--- config.mk ---
export PLATFORM = sky130hd
export DESIGN_NAME = key_event_scheduler
export DESIGN_NICKNAME = d
export VERILOG_FILES = /design/src/rtl/key_event_scheduler.sv
export SDC_FILE = /design/constraint.sdc
export NUM_CORES = 1
export LEC_CHECK = 0
export BUFFER_PORTS_ARGS = -buffer_cell sky130_fd_sc_hd__buf_2
export CORE_MARGIN = 2
export CORE_UTILIZATION = 42
export DETAILED_ROUTE_END_ITERATION = 7
export RECOVER_POWER = 50
export SYNTH_ARGS = -nofsm -noshare
export SYNTH_HDL_FRONTEND = slang
export SYNTH_SLANG_ARGS = --single-unit
--- constraint.sdc ---
create_clock -name clk -period 7.3 [get_ports clk]
set_clock_uncertainty 0.1 [all_clocks]
set_input_delay 0.73 -clock clk [delete_from_list [all_inputs] [get_ports clk]]
set_output_delay 0.73 -clock clk [all_outputs]
set_load 0.02 [all_outputs]
--- src/rtl/key_event_scheduler.sv ---
// Merges one-shot key events into a single ordered command stream: edge detect,
// per-source pending bits, fixed-priority arbiter, small FIFO and X hold timer.
module key_event_scheduler #(
  parameter int DEPTH       = 4,
  parameter int LONG_CYCLES = 100_000_000,
  parameter int CNT_W       = 27
) (
  input  logic                     clk,
  input  logic                     buttom_rst,
  input  logic                     sign_pos_A,
  input  logic                     sign_pos_S,
  input  logic                     sign_pos_W,
  input  logic                     sign_pos_D,
  input  logic                     sign_pos_X,
  input  logic                     sign_neg_X,
  input  logic                     cmd_ready,
  input  logic                     drop_clr,
  output logic                     cmd_valid,
  output logic [2:0]               cmd_code,
  output logic [$clog2(DEPTH):0]   fifo_count,
  output logic                     x_held,
  output logic                     drop_flag
);

  localparam int AW = $clog2(DEPTH);
  localparam logic [CNT_W-1:0] LONG_C  = CNT_W'(LONG_CYCLES);
  localparam logic [AW:0]      DEPTH_C = (AW+1)'(DEPTH);

  typedef enum logic {IDLE, HELD} xstate_e;

  // Source index order: A, S, W, D, X down, X up
  logic [5:0]       in_v, ev;
  logic [5:0]       prev_q;
  logic [5:0]       pend_q, pend_d;
  logic [5:0]       set_v, grant_v;
  xstate_e          state_q, state_d;
  logic [CNT_W-1:0] hold_cnt_q, hold_cnt_d;
  logic             long_q, long_d;
  logic             xd_set, xu_set;
  logic             pop, push, push_ok, drop;
  logic [2:0]       push_code;
  logic [2:0]       mem_q [DEPTH];
  logic [2:0]       mem_d [DEPTH];
  logic [AW-1:0]    wr_ptr_q, wr_ptr_d, rd_ptr_q, rd_ptr_d;
  logic [AW:0]      count_q, count_d;
  logic [2:0]       code_q, code_d;
  logic             flag_q, flag_d;

  assign in_v = {sign_neg_X, sign_pos_X, sign_pos_D, sign_pos_W, sign_pos_S, sign_pos_A};
  assign ev   = in_v & ~prev_q;

  always_comb begin
    state_d    = state_q;
    hold_cnt_d = hold_cnt_q;
    long_d     = long_q;
    xd_set     = 1'b0;
    xu_set     = 1'b0;
    case (state_q)
      IDLE: begin
        if (ev[4]) begin
          xd_set     = 1'b1;
          hold_cnt_d = '0;
          state_d    = HELD;
        end
      end
      HELD: begin
        if (hold_cnt_q < LONG_C) hold_cnt_d = hold_cnt_q + 1'b1;
        // Classification uses the count as it stood when the release was sampled
        if (ev[5]) begin
          xu_set  = 1'b1;
          long_d  = (hold_cnt_q >= LONG_C);
          state_d = IDLE;
        end
      end
      default: state_d = IDLE;
    endcase
  end

  always_comb begin
    pop       = (count_q != '0) & cmd_ready;
    push_ok   = (count_q < DEPTH_C) | pop;
    grant_v   = '0;
    push_code = 3'd0;
    if (push_ok) begin
      if (pend_q[5]) begin
        grant_v[5] = 1'b1;
        push_code  = long_q ? 3'd7 : 3'd6;
      end else if (pend_q[4]) begin
        grant_v[4] = 1'b1;
        push_code  = 3'd5;
      end else if (pend_q[0]) begin
        grant_v[0] = 1'b1;
        push_code  = 3'd1;
      end else if (pend_q[1]) begin
        grant_v[1] = 1'b1;
        push_code  = 3'd2;
      end else if (pend_q[2]) begin
        grant_v[2] = 1'b1;
        push_code  = 3'd3;
      end else if (pend_q[3]) begin
        grant_v[3] = 1'b1;
        push_code  = 3'd4;
      end
    end
    push   = |grant_v;
    set_v  = {xu_set, xd_set, ev[3:0]};
    // A re-arriving event for the source just granted is a fresh event, not a merge
    pend_d = (pend_q & ~grant_v) | set_v;
    drop   = |(set_v & pend_q & ~grant_v);
    flag_d = drop | (flag_q & ~drop_clr);
  end

  always_comb begin
    mem_d    = mem_q;
    wr_ptr_d = wr_ptr_q;
    rd_ptr_d = rd_ptr_q;
    count_d  = count_q;
    if (push) begin
      mem_d[wr_ptr_q] = push_code;
      wr_ptr_d        = wr_ptr_q + 1'b1;
    end
    if (pop) rd_ptr_d = rd_ptr_q + 1'b1;
    case ({push, pop})
      2'b10:   count_d = count_q + 1'b1;
      2'b01:   count_d = count_q - 1'b1;
      default: count_d = count_q;
    endcase
    // Head is precomputed so cmd_code comes straight from a register
    code_d = (count_d != '0) ? mem_d[rd_ptr_d] : 3'd0;
  end

  always_ff @(posedge clk or posedge buttom_rst) begin
    if (buttom_rst) begin
      prev_q     <= '0;
      pend_q     <= '0;
      state_q    <= IDLE;
      hold_cnt_q <= '0;
      long_q     <= 1'b0;
      mem_q      <= '{default: '0};
      wr_ptr_q   <= '0;
      rd_ptr_q   <= '0;
      count_q    <= '0;
      code_q     <= 3'd0;
      flag_q     <= 1'b0;
    end else begin
      prev_q     <= in_v;
      pend_q     <= pend_d;
      state_q    <= state_d;
      hold_cnt_q <= hold_cnt_d;
      long_q     <= long_d;
      mem_q      <= mem_d;
      wr_ptr_q   <= wr_ptr_d;
      rd_ptr_q   <= rd_ptr_d;
      count_q    <= count_d;
      code_q     <= code_d;
      flag_q     <= flag_d;
    end
  end

  assign cmd_valid  = (count_q != '0);
  assign cmd_code   = code_q;
  assign fifo_count = count_q;
  assign x_held     = (state_q == HELD);
  assign drop_flag  = flag_q;

endmodule

; ---- Word level (Yosys, flattened, before mapping)
; Index checks and enable logic that the tools add are counted.
[word_totals]
ff_bits = 64
output_inout_bits = 9
[op_classes]
n_addsub = 5
order_cmp = 6
eq_ne = 4
muxes = 39
bitwise = 15
n_reduce_logical = 7
[op_table]
columns = op, n
row1 = 27-bit 2-to-1 mux, 2
row2 = 27-bit one-hot mux with 2 select lines, 1
row3 = 3-bit 2-to-1 mux, 12
row4 = "27-bit by 1-bit adder with 27-bit output, second input constant", 1
row5 = "27-bit greater-or-equal comparator, second input constant", 1
row6 = "27-bit < comparator, second input constant", 1
row7 = 6-bit AND, 4
row8 = 1-bit 2-to-1 mux, 13
row9 = 12-bit bitwise mux, 1
row10 = 12-bit 2-to-1 mux, 1
row11 = 6-bit inverter, 2
row12 = 6-bit OR reduction, 2
row13 = 3-bit binary-select mux with 2-bit select, 1
row14 = 3-bit demux with 2-bit select, 1
row15 = "3-bit greater-or-equal comparator, second input constant", 2
row16 = 6-bit 2-to-1 mux, 1
row17 = 2-bit inverter with 3-bit output, 2
row18 = 6-bit bitwise OR, 1
row19 = 3-bit one-hot mux with 2 select lines, 1
row20 = 3-bit nonzero test, 2
row21 = 5-bit 2-to-1 mux, 1
row22 = "2-bit by 1-bit adder with 2-bit output, second input constant", 2
row23 = 2-bit 2-to-1 mux, 2
row24 = 4-bit 2-to-1 mux, 1
row25 = other kinds (14), 18

; ---- Logic depth before layout (Yosys ltp)
; Gate-level depths: netlist of run 1.
[depth]
word_depth = 13
depth_mapped = 13

; ---- Worst setup path after synthesis of run 1
; Ideal clock, no wire load.
[synth_path]
kind = register to register
from = register pend_q[4]
to = register code_q[2], in the netlist cmd_code[2]
setup_time_ps = 122
t_arrival_ps = 2594
required_time_ps = 7078
path_slack_ps = 4485
path_stages_with_launch = 14
n_path_buf = 1
synth_period_minus_slack_ps = 2815
cell_sequence = dfrtp_1 -> or3_1 -> buf_2 -> nor2_1 -> nor2_1 -> inv_1 -> ha_1 -> inv_1 -> fa_1 -> xor2_1 -> o21ai_0 -> nor4bb_1 -> nor2_1 -> a32o_1
[synth_between]
elab_chain_len = 9
elab_cells_between_ends = 18
cone_classes = eq/ne: 2 / mux: 14 / reduce/logical: 2
[synth_lines]
columns = item, line
row1 = start: declaration, 34  ; logic [5:0] pend_q, pend_d;
row2 = start signal: assignment, 147  ; pend_q <= pend_d;
row3 = 4-bit 2-to-1 mux (tied with other cells), 88  ; end else if (pend_q[4]) begin
row4 = 5-bit 2-to-1 mux or 3-bit 2-to-1 mux (tied branches), 85  ; if (pend_q[5]) begin
row5 = 6-bit 2-to-1 mux or 3-bit 2-to-1 mux (tied branches), 84  ; if (push_ok) begin
row6 = 6-bit OR reduction or 12-bit bitwise mux (tied branches), "105, 119"
row7 = 12-bit 2-to-1 mux, 118  ; if (push) begin
row8 = 3-bit binary-select mux with 2-bit select, 129  ; code_d = (count_d != '0) ? mem_d[rd_ptr_d] : 3'd0;
row9 = 3-bit 2-to-1 mux (implied by the code) (2 in a row), 129
row10 = 3-bit 2-to-1 mux *, 129
row11 = named net code_d[2], 46  ; logic [2:0] code_q, code_d;
row12 = end signal: assignment, 155  ; code_q <= code_d;
row13 = end: declaration, 46
; The timed path passes the listed nets; every way through them passes the cells marked *. The select of a mux whose other input is x is not followed.
; A chain may end at the register's enable or synchronous reset.

==> out/qor.yml, run 1 <==
pwr:
  combinationalPowerShare: 0.367
  power_density_nw_per_um2: 356
  leakagePower_uw: 0.00160
  power_switching_share: 0.379
  seq_power_share: 0.391
  pwr-share-clk: 0.241
  peakVddDrop_mv: 0.246
  p_int_uw: 808
  p_sw_uw: 492
logic_synthesis:
  synthAdderAreaFrac: 0.0327
  yosysSeqAreaShare: 0.487
  synth-compound-area-share: 0.153
  synth_area_um2: 3290
  ys_types: 55
  synth_simple_gate_area_frac: 0.211
  avgSynthCellArea_um2: 9.99
  ys_dominant_reg_cell: "dfrtp_1"
  netlist_instances: 329
  synth_edf_count: 0
  synth_xor_area_frac: 0.0133
  async_reset_ff_frac: 1.00
  ys_seq_elements: 64
  yosysWarnings: 0
  muxShareOfSynthArea: 0.0632
  synth_top_family_by_area: "simple AND/OR/NAND/NOR gates"
  syn-num-nets: 347
die:
  core_um2: 7650
  fp-row-count: 32
  dieWidth_um: 92.5
  ios: 19
  start_util: 0.430
  die-area_um2: 8550
  dieHeight_um: 92.5
grt:
  grtUsageTotal: 0.176
  grt_pass1_wl_um: 11800
  grt_max_degree: 65
  use_met1: 0.242
  grt_overflow: 0
  use_met3: 0.0301
  first_global_vias: 2468
  antenna_found_initial: 0
  globalRouteMet2Util: 0.275
  grt-busiest-layer: "met2"
drt:
  via_per_inst: 5.54
  drtIter0Drc: 110
  firstDrtPassIters: 4
  wl_per_cell_um: 15.1
  route.detailed.drc: 0
  via_count: 2517
  routed_wl_um: 6850
  ant_nets: 0
timing:
  setup_viol: 0
  worstMarginPinSlew_ns: 3.43
  fin_ws_ns: 3.57
  hold_viol_final: 0
  fin_tns_setup_ns: 0
  finalCritPeriodShare: 0.510
  rsz0062_at_grt: "no"
  timing.fmax_ghz: 0.268
  fin_crit_ns: 3.73
  whs_ns: 0.345
  slew_headroom: -1.29
  final_max_slew_viol_count: 65
critical_path:
  critical_path_required_ns: 6.88
  crit_family: "buffers and inverters"
  critPathMaxFanout: 64
  worstSetupPathType: "in2async"
  worst_path_max_delay_cell: "clkbuf_1"
  cp-end-kind: "async pin"
  startpoint_type: "input pin"
  cpPeakStageDelay_ns: 2.41
  crit_arrival_ns: 3.30
  path_buf_inv: 3
  cp_cell_sequence: "buf_2 > inv_1 > clkbuf_1"
final_layout:
  final_cell_mix: "dfrtp_1, nand2_1, inv_1"
  diodes: 0
  postLayoutCellArea_um2: 3650
  layout_commonest_cell: "dfrtp_1"
  area_delta_synth_final_pct: 11.2
  instances_no_fill: 454
  nFillCells: 736
  nets: 365
  drive_gt1_frac: 0.142
clocking:
  cts_tree: "done"
  htree_levels: 3
  ctsHoldBuffers: 0
  cts_repair_resize_count: 0
  insertion_delay_ns: 0.34
  cts_sinks: 64
  clockBufferDepth: 2
  cts-root-buf: "clkbuf_8"
  post_cts_buffers: 0
  path_clk_slew_ns: 0.08
  cts_made_buffers: 9
placed_design:
  dp_cells: 438
  place_hpwl_um: 4740
  dpl-instance-area_um2: 3460
  gp_congestion: 0.809
  place_ws_ns: 4.11
  io_buffers: 18
hold_path:
  hold_class: "reg2reg"
run_status:
  violations: "capacitance limit, slew limit"
  outcome: "finished with violations"
flow_run:
  drv_cap: 1
-- path summary, 6_finish.rpt --
| check | from | to | slack (ns) | depth (start not counted) |
|---|---|---|---|---|
| worst max register to register | pend_q[4] | cmd_code[2] | 4.20 | 12 |
| worst min register to register | prev_q[1] | pend_q[1] | 0.35 | 1 |
| min in group asynchronous | buttom_rst | fifo_count[1] | 1.61 | 3 |
| worst max-delay path | buttom_rst | hold_cnt_q[24] | 3.57 | 3 |
| worst min-delay path | prev_q[1] | pend_q[1] | 0.35 | 1 |
| max in group clk | pend_q[4] | cmd_code[2] | 4.20 | 12 |
-- sequential cells by signal (all words and copies together) (netlist names), 2 cells and up --
signal / count
rd_ptr_q: 2
pend_q: 6
hold_cnt_q: 27
wr_ptr_q: 2
prev_q: 6
mem_q: 12
fifo_count: 3
cmd_code: 3
-- cells in the mapped netlist, types with 2 or more instances --
| master | count | area [µm²] |
|---|---|---|
| nor2b_1 | 4 | 25.0 |
| o31ai_1 | 5 | 37.5 |
| nor2_1 | 15 | 56.3 |
| clkbuf_1 | 8 | 30.0 |
| nand2_1 | 45 | 169 |
| xnor2_1 | 4 | 35.0 |
| a31oi_1 | 4 | 25.0 |
| mux2i_1 | 14 | 140 |
| nor3_1 | 10 | 50.1 |
| dfrtp_1 | 64 | 1600 |
| a32o_1 | 3 | 30.0 |
| nand4_1 | 4 | 25.0 |
| nand2b_1 | 9 | 56.3 |
| o21a_1 | 2 | 15.0 |
| and2_1 | 3 | 18.8 |
| or2_2 | 3 | 18.8 |
| nand3_1 | 12 | 60.1 |
| a31o_2 | 4 | 35.0 |
| and3_1 | 2 | 12.5 |
| ha_1 | 7 | 87.6 |
| a21oi_1 | 7 | 35.0 |
| o211ai_1 | 7 | 52.6 |
| mux2_2 | 6 | 67.6 |
| o221ai_1 | 2 | 17.5 |
| or4_1 | 3 | 22.5 |
| o41ai_1 | 3 | 26.3 |
| o311ai_1 | 3 | 26.3 |
| and4b_1 | 2 | 20.0 |
| or3_1 | 7 | 43.8 |
| buf_2 | 2 | 10.0 |
| nor4_1 | 2 | 12.5 |
| a2bb2oi_1 | 5 | 43.8 |
| and4_1 | 4 | 35.0 |
| inv_1 | 19 | 71.3 |
| o21ai_0 | 15 | 75.1 |
-- per-layer routing --
layer / part of all wire / vias to the layer above
li1: - / 1234
met1: 0.49 / 1219
met2: 0.45 / 51
met3: 0.037 / 13
met4: 0.021 / 0
met5: 0 / -
-- power groups by stage --
stage,Clock [µW],Sequential [µW],Combinational [µW]
after floorplan,0,518,354
after global placement,0,512,475
after detailed placement,0,514,479
after CTS,323,508,481
after global routing,338,521,540
final,314,509,478
-- worst reg2reg max path: stages, from the launching register on --
cell and delay (ns):
dfrtp_1 0.42, or3_1 0.48, nor2_1 0.20, nor2_1 0.11
inv_1 0.08, ha_1 0.17, inv_1 0.06, fa_1 0.37
xor2_1 0.16, o21ai_0 0.21, nor4bb_1 0.30, nor2_1 0.10
a32o_1 0.23
-- cells by family (layout without fill, tap and decap cells) --
family	count (synthesis)	count (layout)
buffers and inverters	32	55
flip-flops	64	64
XOR/XNOR	5	5
multiplexers	20	20
adder cells (fa/ha/maj)	8	8
AO/OA/AOI/OAI	68	68
AND/OR/NAND/NOR	132	132
-- per-stage QoR --
step                      total power [µW]  utilization
after floorplan                        872            -
after global routing                  1400        0.478
final                                 1300        0.478
after detailed placement               993        0.452
after CTS                             1310        0.479
after global placement                 987        0.452
-- area by class of cell --
type                    instances  area (µm²)  share of cell area
multi-input cells             233        1550               0.425
clock inverters                 7        77.6              0.0212
flip-flops and latches         64        1600               0.438
well taps                     102         128              0.0349
inverters                      19        71.3              0.0195
repair buffers                 20        97.6              0.0267
clock buffers                   9         124              0.0339
(Power assumes the default switching activity.)
==> run 2: changes to the inputs <==
Settings changed: ABC_AREA from default to 1.
Clock period 7.3 ns to 3.45 ns, I/O delays scaled along.
==> run 2 against run 1 <==
The flow now finishes without violations. Sequential cell count unchanged. Area after synthesis grew 15%. Worst setup slack got worse by 3.2 ns. Wire length rose by 19%. Total power up 130%. Critical path depth rose by 13. Critical path type is now reg2reg.
==> out/qor.yml, run 2 <==
grt:
  use_met3: 0.0262  # was 0.0301
  use_met1: 0.276  # was 0.242
  first_global_vias: 3071  # was 2468
  grt_pass1_wl_um: 14600  # was 11800 µm
  grt_max_degree: 48  # was 65
  antenna_found_initial: 0  # unchanged
  globalRouteMet2Util: 0.273  # was 0.275
  grt_overflow: 0  # unchanged
  grtUsageTotal: 0.185  # was 0.176
  grt-busiest-layer: "met1"  # was met2
pwr:
  pwr-share-clk: 0.218  # was 0.241
  power_density_nw_per_um2: 716  # was 356 nW/µm²
  peakVddDrop_mv: 0.229  # was 0.246 mV
  power_switching_share: 0.425  # was 0.379
  seq_power_share: 0.353  # was 0.391
  combinationalPowerShare: 0.429  # was 0.367
  p_int_uw: 1710  # was 808 µW
  p_sw_uw: 1260  # was 492 µW
  leakagePower_uw: 0.00201  # was 0.00160 µW
  total_power_uw: 2960  # was 1300 µW
logic_synthesis:
  synth_area_um2: 3790  # was 3290 µm²
  ys_dominant_reg_cell: "dfrtp_1"  # unchanged
  ys_seq_elements: 64  # unchanged
  ys_types: 34  # was 55
  synth_top_area_share: 0.423  # was 0.487
  synthTopCellsByArea: "dfrtp_1, nand2_1, inv_1, nor2_1, nand3_1"  # was dfrtp_1, nand2_1, mux2i_1, ha_1, o21ai_0
  syn-num-nets: 534  # was 347
  async_reset_ff_frac: 1.00  # unchanged
  yosysWarnings: 0  # unchanged
  synth.most_common_cell: "nand2_1"  # was dfrtp_1
  synth_commonest_cells: "nand2_1, inv_1, dfrtp_1, nor2_1, nand3_1"  # was dfrtp_1, nand2_1, inv_1, nor2_1, o21ai_0
  synth.largest_area_cell: "dfrtp_1"  # unchanged
  avgSynthCellArea_um2: 7.34  # was 9.99 µm²
  yosysSeqAreaShare: 0.423  # was 0.487
  netlist_instances: 516  # was 329
  synth_edf_count: 0  # unchanged
die:
  ios: 19  # unchanged
  dieHeight_um: 99.0  # was 92.5 µm
  core_um2: 8720  # was 7650 µm²
  start_util: 0.434  # was 0.430
  die-area_um2: 9800  # was 8550 µm²
  fp-row-count: 34  # was 32
  dieWidth_um: 99.0  # was 92.5 µm
critical_path:
  crit_family: "simple AND/OR/NAND/NOR gates"  # was buffers and inverters
  rrSetupSlack_ns: 0.37  # was 4.20 ns
  critical_path_required_ns: 3.57  # was 6.88 ns
  cpPeakStageDelay_ns: 0.37  # was 2.41 ns
  cp_cell_sequence: "inv_1 > nand2_1 > nor3_4 > nand2_1 > nand2_4 > inv_2 > ha_1 > inv_1 > fa_1 > a21oi_1 > o21ai_0 > xor2_1 > nor3_1 > inv_1 > nand2_1 > nor2_1"  # was buf_2 > inv_1 > clkbuf_1
  worstSetupPathType: "reg2reg"  # was in2async
  path_buf_inv: 4  # was 3
  worst_path_max_delay_cell: "dfrtp_1"  # was clkbuf_1
  startpoint_type: "flip-flop"  # was input pin
  crit_arrival_ns: 3.21  # was 3.30 ns
  critPathMaxFanout: 17  # was 64
  cp-end-kind: "flip-flop"  # was async pin
clocking:
  cts_made_buffers: 9  # unchanged
  cts-root-buf: "clkbuf_8"  # unchanged
  cts_sinks: 64  # unchanged
  ctsHoldBuffers: 1  # was 0
  cts_tree: "done"  # unchanged
  htree_levels: 3  # unchanged
  post_cts_buffers: 0  # unchanged
  path_clk_slew_ns: 0.07  # was 0.08 ns
  cts_repair_resize_count: 0  # unchanged
  clockBufferDepth: 2  # unchanged
  insertion_delay_ns: 0.34  # about the same
run_status:
  outcome: "finished, final reports clean"  # was finished with violations
final_layout:
  fin_util: 0.475  # was 0.478
  largest_reg_flops: 27  # unchanged
  nets: 557  # was 365
  diodes: 0  # unchanged
  layout_commonest_cell: "nand2_1"  # was dfrtp_1
  drive_gt1_frac: 0.0699  # was 0.142
  largest-register: "hold_cnt_q"  # unchanged
  area_delta_synth_final_pct: 9.25  # was 11.2%
  final_cell_mix: "nand2_1, inv_1, dfrtp_1"  # was dfrtp_1, nand2_1, inv_1
  largest_registers: "hold_cnt_q x27, mem_q x12"  # unchanged
placed_design:
  gp_congestion: 0.930  # was 0.809
  place_hpwl_um: 6020  # was 4740 µm
  io_buffers: 18  # unchanged
  place_ws_ns: 0.401  # was 4.11 ns
drt:
  ant_nets: 0  # unchanged
  firstDrtPassIters: 6  # was 4
  via_per_inst: 4.95  # was 5.54
  via_count: 3225  # was 2517
  wl_per_cell_um: 12.5  # was 15.1 µm
  route.detailed.drc: 0  # unchanged
  routed_wl_um: 8150  # was 6850 µm
  drtIter0Drc: 163  # was 110
timing:
  setup_viol: 0  # unchanged
  whs_ns: 0.0297  # was 0.345 ns
  final_max_slew_viol_count: 0  # was 65
  hold_viol_final: 0  # unchanged
  fin_ws_ns: 0.367  # was 3.57 ns
  rsz0062_at_grt: "no"  # unchanged
  fin_tns_setup_ns: 0  # unchanged
  slew_headroom: 0.228  # was -1.29
  finalCritPeriodShare: 0.894
  worstMarginPinSlew_ns: 1.16  # was 3.43 ns
  fin_crit_ns: 3.08
  timing.fmax_ghz: 0.324
hold_path:
  hold_class: "in2reg"  # was reg2reg
flow_run:
  drv_cap: 0  # was 1
==> run 2: changes by cell type after synthesis, sizes merged, moves of 6 or more <==
cell,previous run,this run
or3,7,0
nand2,45,167
o21ai,15,28
clkbuf,9,2
nand3,12,38
nor2,15,64
xor2,1,19
inv,19,71
mux2,6,0
o211ai,7,0
nand2b,9,0
mux2i,14,0
==> run 2: power by group through the flow <==
stage / Sequential (µW) / Combinational (µW) / Clock [µW]
6_report: 1050 / 1270 / 647
5_1_grt: 1070 / 1470 / 699
4_1_cts: 1050 / 1310 / 666
3_5_place_dp: 1060 / 1300 / 0
3_3_place_gp: 1050 / 1280 / 0
2_1_floorplan: 1090 / 992 / 0
==> run 2: cells by family after synthesis <==
group                    count (synthesis)  share of synthesized area
XOR/XNOR                                25                     0.0578
buffers and inverters                   79                     0.0836
AO/OA/AOI/OAI                           37                     0.0552
flip-flops                              64                      0.423
adder cells (fa/ha/maj)                  8                     0.0284
AND/OR/NAND/NOR                        303                      0.352
==> run 2: through the flow <==
stage | std cells | area [µm²]
final | 652 | 4140
after global routing | 652 | 4140
after CTS | 652 | 4180
after detailed placement | 635 | 3970
after global placement | 635 | 3970
after floorplan | 516 | 3790
==> run 2: final timing paths <==
check | from | endpoint | cells after the start
min in group asynchronous | buttom_rst | hold_cnt_q[2] | 3
max in group asynchronous | buttom_rst | mem_q[6] | 4
setup / recovery | pend_q[5] | cmd_code[0] | 16
setup reg to reg | pend_q[5] | cmd_code[0] | 16
hold reg to reg | prev_q[1] | pend_q[1] | 1
hold / removal | sign_pos_W | prev_q[2] | 1
==> run 2: final cells by class <==
type,instances,area (µm²)
clock buffers,11,141
clock inverters,5,56.3
fillers,880,4580
inverters,71,267
multi-input cells,373,1850
flip-flops and latches,64,1600
well taps,108,135
repair buffers,20,87.6
==> run 2: per-layer routing <==
metal / vias up / part of all wire
met1: 1494 / 0.51
met4: 0 / 0.017
met3: 12 / 0.048
met5: - / 0
li1: 1650 / -
met2: 69 / 0.42
==> run 3: changes to the inputs <==
Settings changed: CORE_UTILIZATION 42 to 30.
==> run 3 against run 2 <==
Global-route usage fell by 4.8 points. Non-clock buffer count stayed put. Final area up 4.2%. Clock-buffer cell count grew 1. Wire length up 2.7%. Combinational power is essentially flat. Die area up 38%. Critical path type unchanged. Critical endpoint unchanged.
==> out/qor.yml, run 3 (synthesized netlist as in run 2, its figures left out) <==
critical_path:
  startpoint_type: "flip-flop"  # unchanged
  cp-end-kind: "flip-flop"  # unchanged
  critPathLaunch: "fifo_count[2]"  # was pend_q[5]
  crit_arrival_ns: 3.12  # was 3.21 ns
  worst_r2r_startpoint: "fifo_count[2]"  # was pend_q[5]
  critical_path_required_ns: 3.57  # about the same
  worstSetupPathType: "reg2reg"  # unchanged
  critPathMaxFanout: 17  # unchanged
pwr:
  power_switching_share: 0.409  # was 0.425
  power_density_nw_per_um2: 736  # was 716 nW/µm²
  p_int_uw: 1870  # was 1710 µW
  combinationalPowerShare: 0.411  # was 0.429
  total_power_uw: 3170  # was 2960 µW
  peakVddDrop_mv: 0.256  # was 0.229 mV
  seq_power_share: 0.333  # was 0.353
  leakagePower_uw: 0.00207  # was 0.00201 µW
  pwr-share-clk: 0.257  # was 0.218
  p_sw_uw: 1300  # was 1260 µW
placed_design:
  place_ws_ns: 0.419  # was 0.401 ns
  io_buffers: 18  # unchanged
  place_hpwl_um: 6150  # was 6020 µm
  dp_cells: 700  # was 635
  gp_congestion: 0.913  # was 0.930
  dpl-instance-area_um2: 4060  # was 3970 µm²
clocking:
  post_cts_buffers: 0  # unchanged
  cts_tree: "done"  # unchanged
  cts-root-buf: "clkbuf_16"  # was clkbuf_8
  cts_repair_resize_count: 0  # unchanged
  insertion_delay_ns: 0.33  # was 0.34 ns
  cts_sinks: 64  # unchanged
  cts_made_buffers: 9  # unchanged
  path_clk_slew_ns: 0.06  # was 0.07 ns
  ctsHoldBuffers: 0  # was 1
  clockBufferDepth: 2  # unchanged
  htree_levels: 3  # unchanged
final_layout:
  nets: 557  # unchanged
  area_delta_synth_final_pct: 13.8  # was 9.25%
  largest_registers: "hold_cnt_q x27, mem_q x12"  # unchanged
  drive_gt1_frac: 0.0939  # was 0.0699
  layout_commonest_cell: "nand2_1"  # unchanged
  postLayoutCellArea_um2: 4310  # was 4140 µm²
  largest_reg_flops: 27  # unchanged
  nFillCells: 1300  # was 880
  largest-register: "hold_cnt_q"  # unchanged
  final_cell_mix: "nand2_1, inv_1, dfrtp_1"  # unchanged
  diodes: 0  # unchanged
  instances_no_fill: 715  # was 652
die:
  dieWidth_um: 116  # was 99.0 µm
  die-area_um2: 13500  # was 9800 µm²
  start_util: 0.304  # was 0.434
  fp-row-count: 41  # was 34
  dieHeight_um: 116  # was 99.0 µm
  core_um2: 12500  # was 8720 µm²
  ios: 19  # unchanged
drt:
  routed_wl_um: 8370  # was 8150 µm
  via_count: 3221  # was 3225
  wl_per_cell_um: 11.7  # was 12.5 µm
  firstDrtPassIters: 4  # was 6
  drtIter0Drc: 286  # was 163
  via_per_inst: 4.50  # was 4.95
  route.detailed.drc: 0  # unchanged
  ant_nets: 0  # unchanged
run_status:
  outcome: "finished, final reports clean"  # unchanged
timing:
  timing.fmax_ghz: 0.333  # was 0.324 GHz
  fin_ws_ns: 0.444  # was 0.367 ns
  finalCritPeriodShare: 0.871  # was 0.894
  fin_tns_setup_ns: 0  # unchanged
  hold_viol_final: 0  # unchanged
  final_max_slew_viol_count: 0  # unchanged
  slew_headroom: 0.243  # was 0.228
  worstMarginPinSlew_ns: 1.13  # was 1.16 ns
  fin_crit_ns: 3.01  # was 3.08 ns
  rsz0062_at_grt: "no"  # unchanged
  setup_viol: 0  # unchanged
grt:
  grtUsageTotal: 0.137  # was 0.185
  antenna_found_initial: 0  # unchanged
  grt_pass1_wl_um: 14600  # about the same
  first_global_vias: 3129  # was 3071
  grt_max_degree: 36  # was 48
  grt_overflow: 0  # unchanged
flow_run:
  drv_cap: 0  # unchanged
hold_path:
  min_from: "sign_pos_S"  # was sign_pos_W
  hold_class: "in2reg"  # unchanged
==> run 3: final timing paths <==
check,endpoint,slack [ns],cells after the start
max,cmd_code[0],0.44,16
min,prev_q[1],0.03,1
max reg2reg,cmd_code[0],0.44,16
min reg2reg,pend_q[1],0.37,1
max in group asynchronous,prev_q[2],1.60,3
min in group asynchronous,hold_cnt_q[5],0.21,2
==> run 3: critical path, cell delays in order (launching register included) <==
cell	delay, ns
dfrtp_1	0.34
inv_1	0.10
nor2_4	0.17
inv_1	0.17
o21ai_4	0.15
nand2_4	0.19
inv_2	0.15
ha_1	0.15
inv_1	0.07
fa_1	0.38
a21oi_1	0.14
o21ai_0	0.11
xor2_1	0.17
nor3_1	0.28
inv_1	0.10
nand2_1	0.09
nor2_1	0.04
==> run 3: layout make-up <==
class / count / area (µm²) / share of cell area
Inverter: 71 / 267 / 0.0618
Timing Repair Buffer: 20 / 93.8 / 0.0218
Sequential cell: 64 / 1600 / 0.371
Tap cell: 172 / 215 / 0.0499
Multi-Input combinational cell: 373 / 1870 / 0.434
Clock inverter: 3 / 18.8 / 0.00435
Clock buffer: 12 / 246 / 0.0572
==> run 3: routing by layer <==
metal  GRT usage  wire length [µm]  vias to the layer above
met5           0                 0                        -
met4      0.0571               221                        0
met3      0.0363               327                       16
met2       0.222              3900                       64
met1       0.174              3920                     1494
li1            -                 -                     1647
==> run 3: per-stage QoR <==
step                      utilization  hold slack (ns)
after global routing            0.346           0.0181
after floorplan                     -            0.276
after CTS                       0.347           0.0189
after global placement          0.326            0.366
final                           0.346           0.0321
after detailed placement        0.326            0.362
==> run 3: power groups by stage <==
| stage | logic [µW] | clock network [µW] | registers (µW) |
|---|---|---|---|
| after detailed placement | 1310 | 0 | 1070 |
| final | 1300 | 815 | 1060 |
| after CTS | 1320 | 839 | 1060 |
| after global routing | 1500 | 880 | 1080 |
| after global placement | 1280 | 0 | 1060 |
| after floorplan | 992 | 0 | 1090 |
